File: config.mk
export PLATFORM = sky130hd
export DESIGN_NAME = tug_match_scorer
export DESIGN_NICKNAME = d
export VERILOG_FILES = /design/src/rtl/tug_pkg.sv /design/src/rtl/tug_pos_decode.sv /design/src/rtl/tug_match_scorer.sv
export SDC_FILE = /design/constraint.sdc
export NUM_CORES = 1
export LEC_CHECK = 0
export ABC_AREA = 1
export BUFFER_PORTS_ARGS = -buffer_cell sky130_fd_sc_hd__buf_2
export CORE_AREA = 10 10 59 61
export DETAILED_ROUTE_END_ITERATION = 16
export DIE_AREA = 0 0 69 71
export PLACE_DENSITY_LB_ADDON = 0.05
export SLEW_MARGIN = 40
export SYNTH_ARGS = -nofsm -noshare
export SYNTH_HDL_FRONTEND = slang
export SYNTH_SLANG_ARGS = --single-unit
File: constraint.sdc
create_clock -name clk -period 5.1 [get_ports clk]
set_input_delay 1.02 -clock clk [delete_from_list [all_inputs] [get_ports clk]]
set_output_delay 1.02 -clock clk [all_outputs]
set_load 0.005 [all_outputs]
File: src/rtl/tug_pkg.sv
// Shared types and sizing helpers for the tug-of-war match scorer.
//   phase_e : round/match phase
//   pos_w   : signed width able to hold -(S+1)..+(S+1)
//   leds    : LED vector width for S steps per side
package tug_pkg;
  typedef enum logic [1:0] {PLAY = 2'd0, WON = 2'd1, MATCH_DONE = 2'd2} phase_e;

  function automatic int pos_w(input int s);
    return $clog2(s + 2) + 1;
  endfunction

  function automatic int leds(input int s);
    return 2 * s + 1;
  endfunction
endpackage

File: src/rtl/tug_pos_decode.sv
// Rope position -> LED vector (purely combinational).
//   pos   : signed rope position, +ve = right
//   phase : current phase; outside PLAY the win bar is shown
//   score : MSB = outermost left, LSB = outermost right
module tug_pos_decode
  import tug_pkg::*;
#(
  parameter int S  = 3,
  parameter int PW = pos_w(S)
) (
  input  logic signed [PW-1:0]  pos,
  input  phase_e                phase,
  output logic [leds(S)-1:0]    score
);
  localparam logic signed [PW-1:0] P_W = PW'(S + 1);
  localparam logic signed [PW-1:0] N_W = PW'(-(S + 1));

  logic in_play, r_win, l_win;
  assign in_play = (phase == PLAY);
  assign r_win   = !in_play && (pos == P_W);
  assign l_win   = !in_play && (pos == N_W);

  // LED i lights for pos == S-i; a win fills that player's half.
  for (genvar i = 0; i < leds(S); i++) begin : g_led
    localparam logic signed [PW-1:0] AT = PW'(S - i);
    if (i < S) begin : g_r
      assign score[i] = in_play ? (pos == AT) : r_win;
    end else if (i > S) begin : g_l
      assign score[i] = in_play ? (pos == AT) : l_win;
    end else begin : g_c
      assign score[i] = in_play && (pos == AT);
    end
  end
endmodule

File: src/rtl/tug_match_scorer.sv
// Tug-of-war round and match scorer.
//   clk, rst               : clock, async active-high reset
//   winrnd/right/tie       : resolved push from the arbiter
//   leds_on/fake           : penalty qualifiers (jumped light / fake state)
//   new_game/new_match     : next round / clear match
//   score                  : LED vector (combinational decode of state)
//   round_won/winner_right : win pulse and side of last round won
//   wins_l/wins_r          : rounds won per player, saturating
//   match_over             : match decided
module tug_match_scorer
  import tug_pkg::*;
#(
  parameter int SIDE_STEPS   = 3,
  parameter int MATCH_WINS   = 2,
  parameter int FAVOUR_LOSER = 1
) (
  input  logic                  clk,
  input  logic                  rst,
  input  logic                  winrnd,
  input  logic                  right,
  input  logic                  tie,
  input  logic                  leds_on,
  input  logic                  fake,
  input  logic                  new_game,
  input  logic                  new_match,
  output logic [2*SIDE_STEPS:0] score,
  output logic                  round_won,
  output logic                  winner_right,
  output logic [3:0]            wins_l,
  output logic [3:0]            wins_r,
  output logic                  match_over
);
  localparam int PW = pos_w(SIDE_STEPS);
  localparam logic signed [PW-1:0] P_S = PW'(SIDE_STEPS);
  localparam logic signed [PW-1:0] N_S = PW'(-SIDE_STEPS);
  localparam logic signed [PW-1:0] P_W = PW'(SIDE_STEPS + 1);
  localparam logic signed [PW-1:0] N_W = PW'(-(SIDE_STEPS + 1));
  localparam logic signed [PW-1:0] P_1 = PW'(1);
  localparam logic signed [PW-1:0] N_1 = PW'(-1);
  localparam logic [3:0]           MW  = 4'(MATCH_WINS);

  phase_e                phase_q, phase_n;
  logic signed [PW-1:0]  pos_q, pos_n, step;
  logic                  rw_q, rw_n, wr_side_q, wr_side_n;
  logic [3:0]            wl_q, wl_n, wr_q, wr_n;
  logic                  point, invalid, to_right;

  assign point    = winrnd && !tie && (phase_q == PLAY);
  assign invalid  = !leds_on || fake;
  // A penalty awards the point to the other player.
  assign to_right = right ^ invalid;

  // Candidate position after a point.
  always_comb begin
    step = to_right ? pos_q + P_1 : pos_q + N_1;
    if (pos_q == P_S && to_right)                                      step = P_W;
    else if (pos_q == N_S && !to_right)                                step = N_W;
    else if (FAVOUR_LOSER != 0 && !invalid && pos_q == P_S && !to_right) step = P_1;
    else if (FAVOUR_LOSER != 0 && !invalid && pos_q == N_S && to_right)  step = N_1;
  end

  always_comb begin
    phase_n   = phase_q;
    pos_n     = pos_q;
    rw_n      = 1'b0;
    wr_side_n = wr_side_q;
    wl_n      = wl_q;
    wr_n      = wr_q;
    if (new_match) begin
      phase_n = PLAY;
      pos_n   = '0;
      wl_n    = '0;
      wr_n    = '0;
    end else begin
      case (phase_q)
        PLAY: begin
          if (new_game) begin
            pos_n = '0;               // round abort; a same-cycle point is dropped
          end else if (point) begin
            pos_n = step;
            if (step == P_W || step == N_W) begin
              rw_n      = 1'b1;
              wr_side_n = (step == P_W);
              if (step == P_W) begin
                if (wr_q < MW) wr_n = wr_q + 4'd1;
                phase_n = (wr_n == MW) ? MATCH_DONE : WON;
              end else begin
                if (wl_q < MW) wl_n = wl_q + 4'd1;
                phase_n = (wl_n == MW) ? MATCH_DONE : WON;
              end
            end
          end
        end
        WON: begin
          if (new_game) begin
            phase_n = PLAY;
            pos_n   = '0;
          end
        end
        MATCH_DONE: ;
        default: begin
          phase_n = PLAY;
          pos_n   = '0;
        end
      endcase
    end
  end

  always_ff @(posedge clk or posedge rst) begin
    if (rst) begin
      phase_q   <= PLAY;
      pos_q     <= '0;
      rw_q      <= 1'b0;
      wr_side_q <= 1'b0;
      wl_q      <= '0;
      wr_q      <= '0;
    end else begin
      phase_q   <= phase_n;
      pos_q     <= pos_n;
      rw_q      <= rw_n;
      wr_side_q <= wr_side_n;
      wl_q      <= wl_n;
      wr_q      <= wr_n;
    end
  end

  tug_pos_decode #(.S(SIDE_STEPS), .PW(PW)) u_dec (
    .pos   (pos_q),
    .phase (phase_q),
    .score (score)
  );

  assign round_won    = rw_q;
  assign winner_right = wr_side_q;
  assign wins_l       = wl_q;
  assign wins_r       = wr_q;
  assign match_over   = (phase_q == MATCH_DONE);
endmodule

Word level (Yosys, flattened, before mapping)
Index checks and enable logic that the tools add are counted.
{"block": "word_totals", "wordCells": 122, "latch_bits": 0, "regBits": 16, "ramBits": 0, "inputBits": 9, "memories": 0, "rom_bits": 0, "out_inout_bits": 18}
{"block": "op_classes", "order_cmp": 2, "n_mux": 56, "shift": 0, "multipliers": 0, "n_div": 0, "n_reduce_logical": 29, "bitwise": 3, "add_sub_neg": 4, "eq_ne": 22}
{"cell": "two-way mux 4 bit", "count": 35}
{"cell": "equality test 4 x 3 -> 1 bit, second input constant", "count": 5}
{"cell": "AND reduction 5 bit", "count": 4}
{"cell": "equality test 4 x 2 -> 1 bit, second input constant", "count": 4}
{"cell": "two-way mux 2 bit", "count": 8}
{"cell": "adder 4 x 1 -> 4 bit, second input constant", "count": 3}
{"cell": "inequality test 3 bit, second input constant", "count": 4}
{"cell": "case mux 4 bit (3 select lines)", "count": 1}
{"cell": "logical AND 1 bit", "count": 11}
{"cell": "two-way mux 1 bit", "count": 11}
{"cell": "equality test 4 bit, second input constant", "count": 2}
{"cell": "less-than comparator 4 x 2 -> 1 bit, second input constant", "count": 2}
{"cell": "nonzero test 2 bit", "count": 4}
{"cell": "case mux 2 bit (3 select lines)", "count": 1}
{"cell": "zero test 1 bit", "count": 5}
{"cell": "adder 4 x 2 -> 4 bit, second input constant", "count": 1}
{"cell": "equality test 4 x 1 -> 1 bit, second input constant", "count": 1}
{"cell": "zero test 4 bit", "count": 1}
{"cell": "inequality test 2 bit, second input constant", "count": 2}
{"cell": "inequality test 4 bit, second input constant", "count": 1}
{"cell": "AND reduction 3 bit", "count": 1}
{"cell": "equality test 2 x 1 -> 1 bit, second input constant", "count": 1}
{"cell": "equality test 2 bit, second input constant", "count": 1}
{"cell": "zero test 2 bit", "count": 1}
{"cell": "other kinds (4)", "count": 6}

Depth between registers and ports, before layout
Gate-level depths: netlist (run 1).
{"block": "depth", "depth_word": 24, "depth_mapped": 19, "mapped_depth_nobuf": 19}

Modules after synthesis
Synthesis (run 1) repeated with hierarchy kept, for this count alone.
{"block": "unflattened", "hier_cells": 186, "hier_area_um2": 1256.2}
{"mod": "tug_match_scorer", "area_per_inst_um2": 1101.1, "n_inst": 1, "cells_each": 154}
{"mod": "tug_pos_decode", "area_per_inst_um2": 155.1, "n_inst": 1, "cells_each": 32}

Worst setup path before layout (run 1)
OpenSTA, ideal clock, no wires.
{"block": "synth_timing", "path_type": "input to register", "startpoint": "input fake", "endpoint": "register wr_q[1] (netlist: wins_r[1])", "arrival_time_ns": 2.488, "path_slack_ns": 2.495, "stages": 15, "setup_time_ns": 0.118, "path_cell_list": "inv_1 > nand3_1 > nand2_1 > nand2_1 > nand2_1 > inv_2 > ha_1 > o21ai_2 > nor2_2 > nor2_4 > nand3_2 > nor2_4 > nand2_2 > nand3_1 > nand2_1"}
{"block": "synth_via", "elab_chain_len": 12, "elab_cells_between_ends": 21, "classes_between": "2 x eq/ne; 5 x mux; 1 x bitwise; 13 x reduce/logical"}
{"item": "start, declared", "line_no": "tug_match_scorer.sv:23", "source": "input logic fake,"}
{"item": "logical OR 1 bit (*)", "line_no": "tug_match_scorer.sv:49", "source": "assign invalid = !leds_on || fake;"}
{"item": "zero test 1 bit", "line_no": "tug_match_scorer.sv:58, tug_match_scorer.sv:59"}
{"item": "logical AND 1 bit (2 in a row)", "line_no": "tug_match_scorer.sv:59", "source": "else if (FAVOUR_LOSER != 0 && !invalid && pos_q == N_S && to_right) step = N_1;"}
{"item": "two-way mux 4 bit", "line_no": "tug_match_scorer.sv:59"}
{"item": "two-way mux 4 bit", "line_no": "tug_match_scorer.sv:58", "source": "else if (FAVOUR_LOSER != 0 && !invalid && pos_q == P_S && !to_right) step = P_1;"}
{"item": "two-way mux 4 bit", "line_no": "tug_match_scorer.sv:57", "source": "else if (pos_q == N_S && !to_right) step = N_W;"}
{"item": "two-way mux 4 bit (*)", "line_no": "tug_match_scorer.sv:56", "source": "if (pos_q == P_S && to_right) step = P_W;"}
{"item": "equality test 4 bit or equality test 4 x 3 -> 1 bit (tied branches)", "line_no": "tug_match_scorer.sv:81, tug_match_scorer.sv:84"}
{"item": "logical OR 1 bit", "line_no": "tug_match_scorer.sv:81", "source": "if (step == P_W || step == N_W) begin"}
{"item": "nonzero test 2 bit (no source line)"}
{"item": "AND reduction 5 bit (no source line) (*)"}
{"item": "end signal, assigned", "line_no": "tug_match_scorer.sv:123", "source": "wr_q <= wr_n;"}
{"item": "end, declared", "line_no": "tug_match_scorer.sv:45", "source": "logic [3:0] wl_q, wl_n, wr_q, wr_n;"}
Every way passes the cells marked *; elsewhere a longest branch is shown, timed or not.
A chain may end at the register's enable or synchronous reset.

Final worst setup path (run 1)
{"block": "layout_timing", "startpoint": "input fake", "endpoint": "register wr_side_q (netlist: winner_right)"}
{"block": "layout_via", "elab_chain_len": 11, "elab_cells_between_ends": 19, "classes_between": "2 x eq/ne; 5 x mux; 1 x bitwise; 11 x reduce/logical"}
{"item": "logical OR 1 bit (*)", "line_no": "tug_match_scorer.sv:49"}
{"item": "zero test 1 bit", "line_no": "tug_match_scorer.sv:58, tug_match_scorer.sv:59"}
{"item": "logical AND 1 bit (2 in a row)", "line_no": "tug_match_scorer.sv:59"}
{"item": "two-way mux 4 bit", "line_no": "tug_match_scorer.sv:59"}
{"item": "two-way mux 4 bit", "line_no": "tug_match_scorer.sv:58"}
{"item": "two-way mux 4 bit", "line_no": "tug_match_scorer.sv:57"}
{"item": "two-way mux 4 bit (*)", "line_no": "tug_match_scorer.sv:56"}
{"item": "equality test 4 bit or equality test 4 x 3 -> 1 bit (tied branches)", "line_no": "tug_match_scorer.sv:81, tug_match_scorer.sv:83"}
{"item": "logical OR 1 bit", "line_no": "tug_match_scorer.sv:81"}
{"item": "AND reduction 5 bit (no source line)"}
{"item": "end signal, assigned", "line_no": "tug_match_scorer.sv:121", "source": "wr_side_q <= wr_side_n;"}
{"item": "end, declared", "line_no": "tug_match_scorer.sv:44", "source": "logic rw_q, rw_n, wr_side_q, wr_side_n;"}
Marks and branches as above.

==> qor.txt, run 1 <==
status -> finished, final reports clean
I/O Buffers -> 26
post-synthesis register bit count -> 16
Reg-to-Reg Start -> pos_q[1]
post-synthesis sequential area ratio -> 0.323
Post-DRT Antenna Nets -> 0
Top Layer Used -> met4
reg2reg end -> winner_right
DRC Markers -> 0
Max Slew Vio Count -> 0
share of layout cells above drive strength 1 -> 0.294
most frequent cells in the layout -> 41 x nand2_1, 28 x inv_1, 26 x buf_2
aggregate global-route resource usage -> 0.119
commonest non-fill, non-tap cell in the layout -> nand2_1
met2 wire length -> 1490 um
critical path depth -> 15
Syn Nets -> 187
CP Max Fanout -> 7
slowest CP cell -> ha_1
Fin. Hold Viols -> 0
Crit path max-delay family -> simple AND/OR/NAND/NOR gates
number of DRC markers in iteration 0 -> 71
met3 WL -> 165 um
dpl hpwl -> 2440 um
Max-Cap Viols -> 0
CP Launch Type -> primary input
Clk pwr share -> 0.290
synth-to-layout area growth -> 15.8%
Crit Path Class -> primary input to flip-flop
switching share of power -> 0.336
# Post-CTS Setup Buffers -> 0
GP Congestion -> 0.844
maximum root-to-sink buffer count -> 2
net switching power -> 0.000101 W
largest net degree at the start of global routing -> 17
Setup violations, final -> 0
crit-path max cell delay -> 0.27 ns
TNS Setup -> 0 ns
CTS tree -> yes
Nets -> 217
final worst path period need -> 2.53 ns
Mapped Cells -> 175
RSZ-0062 raised after global routing -> false
Multi-input gate area -> 698 um2
FF-to-FF path depth -> 11
Post-CTS Hold Fix Bufs -> 0
PostCTS Resize Cnt -> 0
Num CTS Buffers -> 3
Core Util, Final -> 0.602
Synth warnings -> 0
Slew HR -> 0.582
chip height -> 71 um
sequential cell area -> 400 um2
final WL -> 2930 um
hold crit path type -> flip-flop to flip-flop
Via Count -> 1,191
r2r setup slk -> 3.10 ns
Initial Util -> 0.519
CP endpoint kind -> flip-flop
Reg clk slew, reported paths -> 0.09 ns
VDD IR-drop max -> 0.201 mV
WP data required -> 5.29 ns
number of global-route vias before repair -> 1,183
IO Pins -> 27
clock root buffer -> clkbuf_4
fill cell count -> 243
actual slew at the worst max-slew pin -> 0.626 ns
Fin Clk Skew -> 0.0108 ns
Worst Path Arrival -> 2.72 ns
die area -> 4900 um2
hold_sp -> winner_right
CP dominant cell by count -> nand2_1
worst path bufs/invs -> 4
leak pwr -> 0.857 nW
TritonCTS sink count -> 16
Vias/cell -> 5.09
crit path to -> winner_right
core area -> 2390 um2
Pint -> 0.000201 W
die width -> 69 um
Antenna diodes -> 0
Final period util -> 0.496
WL per Instance -> 12.5 um
crit path cell chain -> buf_2 > inv_1 > nand3_1 > nand2_1 > nand2_1 > nand2_1 > inv_2 > ha_1 > o21ai_2 > nor2_2 > nor2_4 > nand4_4 > inv_4 > nand2_4 > o21a_1
Flop pwr share -> 0.460
Skew-Pair Late Insertion Delay -> 0.30 ns
pwr/cell area -> 210 nW/um2
global-route wire length before repair -> 5060 um
GR Overflow Total -> 0
CTS H-Tree Depth -> 1
Avg Cell Area, Syn -> 7.09 um2
Critical Path Start -> fake
wire length on met1 -> 1210 um
FP Rows -> 18
initial antenna violation count -> 0
logic gate share of total power -> 0.250
mapped cell area -> 1240 um2
Peak Freq -> 395 MHz
first-pass iteration count of the detailed router -> 4
post-synth cell types -> 29
==> layout make-up <==
class	instances	area share
Tap cell	30	0.0261
Timing Repair Buffer	26	0.0906
Sequential cell	16	0.279
Inverter	35	0.0932
Clock buffer	4	0.0253
Multi-Input combinational cell	123	0.486
==> sequential cells by signal, indices dropped and copies added (netlist names) <==
signal	count
winner_right	1
round_won	1
wins_l	4
wins_r	4
pos_q	4
phase_q	2
==> power groups by stage <==
| stage | registers (W) | logic [W] | clock network [W] |
|---|---|---|---|
| floorplan | 0.000139 | 0.0000577 | 0 |
| global placement | 0.000141 | 0.0000747 | 0 |
| detailed placement | 0.000141 | 0.0000762 | 0 |
| CTS | 0.000139 | 0.0000765 | 0.0000880 |
| global route | 0.000140 | 0.0000852 | 0.0000913 |
| finish | 0.000139 | 0.0000755 | 0.0000877 |
==> cell families (layout without fill, tap and decap cells) <==
family                     after synthesis  in the layout  share of synthesized area
adders and majority gates                3              3                     0.0303
DFF                                     16             16                      0.323
buffers and inverters                   36             65                      0.114
and+or+nand+nor                        100            100                      0.423
AOI/OAI and AO/OA                       17             17                     0.0888
xor gates and xnor gates                 3              3                     0.0212
==> synth_stat cells <==
| library cell | instances | area (um2) |
|---|---|---|
| inv_1 | 28 | 105 |
| o32ai_1 | 1 | 8.76 |
| nor3_4 | 2 | 32.5 |
| nor2_2 | 3 | 18.8 |
| nand4_1 | 4 | 25.0 |
| o22ai_1 | 1 | 6.26 |
| nor2_4 | 2 | 22.5 |
| nand2_4 | 1 | 11.3 |
| nand4_2 | 1 | 12.5 |
| o31ai_1 | 1 | 7.51 |
| buf_4 | 1 | 7.51 |
| o21ai_2 | 2 | 17.5 |
| dfrtp_1 | 16 | 400 |
| xor2_1 | 3 | 26.3 |
| inv_4 | 1 | 6.26 |
| nor2_1 | 13 | 48.8 |
| nand3b_1 | 1 | 7.51 |
| a21oi_1 | 2 | 10.0 |
| a21oi_2 | 2 | 17.5 |
| o21ai_0 | 7 | 35.0 |
| o21a_1 | 1 | 7.51 |
| ha_1 | 3 | 37.5 |
| nor3_1 | 1 | 5.00 |
| nand3_2 | 1 | 10.0 |
| inv_2 | 6 | 22.5 |
| nand4_4 | 1 | 21.3 |
| nand3_1 | 21 | 105 |
| nand2_2 | 8 | 50.1 |
| nand2_1 | 41 | 154 |
==> through the flow <==
step / std cells / hold WS (ns) / setup WS [ns] / power (W) / area, um2
after CTS: 234 / 0.515 / 2.55 / 0.000303 / 1440
after global routing: 234 / 0.537 / 2.30 / 0.000317 / 1440
final: 234 / 0.509 / 2.57 / 0.000302 / 1440
after floorplan: 175 / 0.487 / 2.49 / 0.000196 / 1240
after global placement: 230 / 0.474 / 2.30 / 0.000216 / 1400
after detailed placement: 230 / 0.492 / 2.25 / 0.000218 / 1400
==> metal layers <==
| layer | vias up | global-route usage |
|---|---|---|
| met1 | 541 | 0.121 |
| met3 | 7 | 0.0335 |
| met5 | - | 0 |
| met2 | 28 | 0.225 |
| met4 | 0 | 0.0470 |
| li1 | 615 | - |
==> worst min path at each step <==
stage	slack, ns	cells past startpoint	to
2_1_floorplan	0.49	1	winner_right
3_3_place_gp	0.47	1	winner_right
3_5_place_dp	0.49	1	winner_right
4_1_cts	0.52	1	winner_right
5_1_grt	0.54	1	winner_right
6_report	0.51	1	winner_right
Power figures use the tool's default switching activity.
==> run 2, diff against run 1 <==
--- a/config.mk
+++ b/config.mk
@@ -5,11 +5,11 @@
 export SDC_FILE = /design/constraint.sdc
 export NUM_CORES = 1
 export LEC_CHECK = 0
-export ABC_AREA = 1
+export ABC_AREA = 0
 export BUFFER_PORTS_ARGS = -buffer_cell sky130_fd_sc_hd__buf_2
-export CORE_AREA = 10 10 59 61
+export CORE_AREA = 10 10 61 63
 export DETAILED_ROUTE_END_ITERATION = 16
-export DIE_AREA = 0 0 69 71
+export DIE_AREA = 0 0 71 73
 export PLACE_DENSITY_LB_ADDON = 0.05
 export SLEW_MARGIN = 40
 export SYNTH_ARGS = -nofsm -noshare
==> constraint.sdc (replaced) <==
create_clock -name clk -period 2.4 [get_ports clk]
set_input_delay 0.48 -clock clk [delete_from_list [all_inputs] [get_ports clk]]
set_output_delay 0.48 -clock clk [all_outputs]
set_load 0.005 [all_outputs]
==> qor.txt, run 2 <==
status -> finished, final reports clean
core area -> 2620 um2
Core Util, Final -> 0.603
maximum root-to-sink buffer count -> 2
dpl hpwl -> 2540 um
Post-Layout Cell Count -> 215
Fin. Hold Viols -> 0
Syn Nets -> 159
Num CTS Buffers -> 3
mapped cell area -> 1320 um2
FP Rows -> 19
number of global-route vias before repair -> 1,238
final WL -> 3240 um
GR Overflow Total -> 0
Worst Path Arrival -> 2.42 ns
aggregate global-route resource usage -> 0.123
Setup violations, final -> 0
Final Instance Area -> 1580 um2
Multi-input gate area -> 826 um2
Skew-Pair Late Insertion Delay -> 0.29 ns
Crit Path Class -> primary input to flip-flop
sequential cell area -> 400 um2
most frequent cells in the layout -> 26 x buf_2, 18 x nor2_1, 16 x dfrtp_1
dpl cells -> 211
commonest non-fill, non-tap cell in the layout -> buf_2
Fin Clk Skew -> 0.00885 ns
IO Pins -> 27
Mapped Cells -> 147
die area -> 5180 um2
hold crit path type -> primary input to asynchronous set/reset pin
Via Count -> 1,238
fill cell count -> 243
CP endpoint kind -> flip-flop
I/O Buffers -> 26
Most used DFF post-synth -> dfrtp_1
first-pass iteration count of the detailed router -> 4
RSZ-0062 raised after global routing -> false
die width -> 71 um
Post-DRT Antenna Nets -> 0
Final period util -> 0.938
final worst path period need -> 2.25 ns
pwr/cell area -> 391 nW/um2
PostCTS Resize Cnt -> 0
post-synthesis register bit count -> 16
synth top area cells -> dfrtp_1 30%, nor2_1 5.1%, mux2i_1 3.0%, nor3_1 3.0%, ha_1 2.8%
GP Congestion -> 0.846
VDD IR-drop max -> 0.322 mV
most common cell in the netlist -> nor2_1
CP Launch Type -> primary input
most common library cells after synthesis -> 18 x nor2_1, 16 x dfrtp_1, 9 x inv_1, 8 x nor3_1
DRC Markers -> 0
initial antenna violation count -> 0
largest net degree at the start of global routing -> 17
Peak Freq -> 444 MHz
share of layout cells above drive strength 1 -> 0.315
TritonCTS sink count -> 16
Max-Cap Viols -> 0
Slew HR -> 0.596
chip height -> 73 um
Reg clk slew, reported paths -> 0.10 ns
Post-CTS Hold Fix Bufs -> 0
synth-to-layout area growth -> 19.8%
Nets -> 197
CTS H-Tree Depth -> 1
CP Max Fanout -> 5
clock root buffer -> clkbuf_4
post-synth cell types -> 51
area leader, netlist -> dfrtp_1
Synth warnings -> 0
Synth async-reset ratio -> 1.00
Max Slew Vio Count -> 0
WP data required -> 2.57 ns
Synth top area share -> 0.304
# Post-CTS Setup Buffers -> 0
number of DRC markers in iteration 0 -> 77
Avg Cell Area, Syn -> 8.96 um2
post-synthesis sequential area ratio -> 0.304
actual slew at the worst max-slew pin -> 0.606 ns
Antenna diodes -> 0
Initial Util -> 0.504
Post-synth EDFFs -> 0
leak pwr -> 0.814 nW
WL per Instance -> 15.1 um
global-route wire length before repair -> 5440 um
Vias/cell -> 5.76
CTS tree -> yes
cell area after placement -> 1540 um2
run 2: power by group:
| group | switching [W] | leakage, nW | internal [W] |
|---|---|---|---|
| Clock | 0.0000901 | 0.0210 | 0.0000923 |
| Sequential | 0.00000566 | 0.223 | 0.000273 |
| Combinational | 0.0000822 | 0.570 | 0.0000735 |
run 2: per-stage QoR:
step / setup TNS, ns / hold WS (ns) / power (W) / setup WS, ns
global route: 0 / 0.284 / 0.000647 / 0.0264
floorplan: 0 / 0.394 / 0.000389 / 0.0267
detailed placement: -0.755 / 0.521 / 0.000440 / -0.137
finish: 0 / 0.239 / 0.000616 / 0.150
CTS: 0 / 0.255 / 0.000622 / 0.162
global placement: -0.241 / 0.507 / 0.000435 / -0.0589
run 2: logic make-up after synthesis:
logic type | synth area share
AO/OA/AOI/OAI | 0.184
XOR/XNOR | 0.0475
adder cells (fa/ha/maj) | 0.0285
buffers and inverters | 0.0693
flip-flops | 0.304
multiplexers | 0.0503
AND/OR/NAND/NOR | 0.316
run 2: path summary, 6_finish.rpt:
kind | from | to | slack (ns) | cells past startpoint
setup / recovery | fake | winner_right | 0.15 | 10
hold / removal | rst | wins_l[1] | 0.24 | 2
setup reg to reg | pos_q[3] | winner_right | 0.32 | 6
hold reg to reg | winner_right | winner_right | 0.55 | 1
max in group asynchronous | rst | pos_q[0] | 1.76 | 2
min in group clk | new_match | wins_l[3] | 0.53 | 2
run 2: cell type report:
cell class,count,share of cell area
clock buffers,4,0.0230
inverters,9,0.0214
multi-input cells,114,0.523
flip-flops and latches,16,0.254
well taps,31,0.0246
repair buffers,41,0.154
run 2: routing by layer:
metal  vias up  track usage  wire length [um]
met5         -            0                 0
met4         0       0.0430                53
met3         6       0.0190               105
met2        26        0.232              1680
met1       598        0.134              1400
li1        608            -                 -
run 2: worst max-delay path: stages:
cell and delay [ns]:
buf_2 0.10, nand2b_1 0.23, xnor2_4 0.17, xor2_1 0.15, ha_1 0.34, and3_1 0.17, o21bai_1 0.18, and3_4 0.23
nand2_4 0.07, mux2_4 0.30
==> run 3, diff against run 2 <==
--- a/config.mk
+++ b/config.mk
@@ -11,6 +11,7 @@
 export DETAILED_ROUTE_END_ITERATION = 16
 export DIE_AREA = 0 0 71 73
 export PLACE_DENSITY_LB_ADDON = 0.05
+export SETUP_SLACK_MARGIN = 0.5
 export SLEW_MARGIN = 40
 export SYNTH_ARGS = -nofsm -noshare
 export SYNTH_HDL_FRONTEND = slang
==> qor.txt, run 3 (synthesis gave the netlist of run 2 again) <==
leak pwr -> 0.893 nW
Reg-to-Reg Start -> pos_q[3]
Crit Path Class -> primary input to flip-flop
number of DRC markers in iteration 0 -> 75
Fin Hold WS -> 0.243 ns
Pint -> 0.000470 W
Fin Clk Skew -> 0.00126 ns
initial antenna violation count -> 0
Slew HR -> 0.593
Vias/cell -> 5.65
final WL -> 3490 um
FP Rows -> 19
core area -> 2620 um2
crit-path max cell delay -> 0.32 ns
most frequent cells in the layout -> 25 x buf_2, 24 x buf_4, 15 x nor2_1
die width -> 71 um
total power draw -> 0.000662 W
RSZ-0062 raised after global routing -> true
global-route wire length before repair -> 5870 um
CP Max Fanout -> 5
CP Launch Type -> primary input
synth-to-layout area growth -> 40.3%
I/O Buffers -> 26
slowest CP cell -> ha_2
Peak Freq -> 478 MHz
switching share of power -> 0.291
die area -> 5180 um2
final worst path period need -> 2.09 ns
Flop pwr share -> 0.421
Initial Util -> 0.504
first-pass iteration count of the detailed router -> 4
status -> finished, final reports clean
actual slew at the worst max-slew pin -> 0.610 ns
maximum root-to-sink buffer count -> 2
Setup violations, final -> 0
hold crit path type -> primary input to asynchronous set/reset pin
largest net degree at the start of global routing -> 17
aggregate global-route resource usage -> 0.134
clock root buffer -> clkbuf_4
share of layout cells above drive strength 1 -> 0.515
crit path cell chain -> buf_6 > nand2b_4 > xnor2_4 > xor2_1 > ha_2 > and3_4 > o21ai_4 > and3_4 > nand2_4 > mux2_4
Final period util -> 0.871
Antenna diodes -> 0
GR Overflow Total -> 0
Post-DRT Antenna Nets -> 0
Nets -> 209
pwr/cell area -> 358 nW/um2
DRC Markers -> 0
logic gate share of total power -> 0.306
Fin. Hold Viols -> 0
commonest non-fill, non-tap cell in the layout -> buf_2
Worst Path Arrival -> 2.27 ns
WL per Instance -> 15.4 um
Num CTS Buffers -> 3
Max Slew Vio Count -> 0
Post-Layout Cell Count -> 227
CP dominant cell by count -> and3_4
chip height -> 73 um
Skew-Pair Late Insertion Delay -> 0.29 ns
FF-to-FF path depth -> 6
TNS Setup -> 0 ns
CP endpoint kind -> flip-flop
CTS H-Tree Depth -> 1
r2r setup slk -> 0.42 ns
VDD IR-drop max -> 0.334 mV
reg2reg end -> winner_right
dpl cells -> 208
WP data required -> 2.58 ns
Via Count -> 1,283
dpl hpwl -> 2500 um
TritonCTS sink count -> 16
CTS tree -> yes
Clk pwr share -> 0.273
net switching power -> 0.000192 W
number of global-route vias before repair -> 1,275
Max-Cap Viols -> 0
Reg clk slew, reported paths -> 0.09 ns
IO Pins -> 27
Post-CTS Hold Fix Bufs -> 0
Core Util, Final -> 0.707
GP Congestion -> 0.837
==> run 3: cell count changes in the layout (fill, tap and decap cells not counted), moves of 4 or more <==
| cell | previous run | this run |
|---|---|---|
| buf_4 | 15 | 24 |
| buf_6 | 0 | 4 |
| dfrtp_1 | 16 | 11 |
| dfrtp_2 | 0 | 5 |
==> run 3: routing by layer <==
metal | vias to the layer above | global-route usage | wire length (um)
li1 | 639 | - | -
met1 | 615 | 0.151 | 1440
met2 | 22 | 0.236 | 1860
met3 | 7 | 0.0299 | 145
met4 | 0 | 0.0602 | 53
met5 | - | 0 | 0
==> run 3: area by class of cell <==
class | instances | area [um2]
Multi-Input combinational cell | 114 | 982
Fill cell | 215 | 767
Sequential cell | 16 | 407
Timing Repair Buffer | 53 | 350
Tap cell | 31 | 38.8
Clock buffer | 4 | 36.3
Inverter | 9 | 33.8
==> run 3: worst max-delay path, delay by kind of cell <==
family | cells | cell delay [ns]
xor gates and xnor gates | 2 | 0.32
adders and majority gates | 1 | 0.32
muxes | 1 | 0.31
and+or+nand+nor | 4 | 0.61
buffers and inverters | 1 | 0.09
AOI/OAI and AO/OA | 1 | 0.14
==> run 3: worst max path at each step <==
stage | startpoint | to | slack [ns] | cells after the start
after floorplan | fake | winner_right | 0.05 | 10
after global placement | fake | phase_q[0] | 0.02 | 8
after detailed placement | fake | winner_right | -0.03 | 10
after CTS | fake | winner_right | 0.30 | 10
after global routing | fake | wins_r[1] | 0.23 | 11
final | fake | winner_right | 0.31 | 10
==> run 3: per-stage QoR <==
step | setup slack (ns) | area (um2)
global placement | 0.0249 | 1530
detailed placement | -0.0328 | 1530
CTS | 0.297 | 1690
finish | 0.310 | 1850
floorplan | 0.0469 | 1330
global route | 0.234 | 1850
==> run 3: repair_timing <==
action / CTS / global route
buffers inserted: 11 / 4
endpoints found under the setup margin: 17 / 18
resized for setup: 12 / 29
hold endpoints to repair: 0 / 0
pin swaps: 5 / 12
==> run 3: power by group through the flow <==
stage / clock (W) / combinational, W / sequential (W)
after floorplan: 0 / 0.000111 / 0.000281
after global placement: 0 / 0.000147 / 0.000284
after detailed placement: 0 / 0.000150 / 0.000284
after CTS: 0.000183 / 0.000172 / 0.000278
after global routing: 0.000195 / 0.000220 / 0.000279
final: 0.000181 / 0.000203 / 0.000278
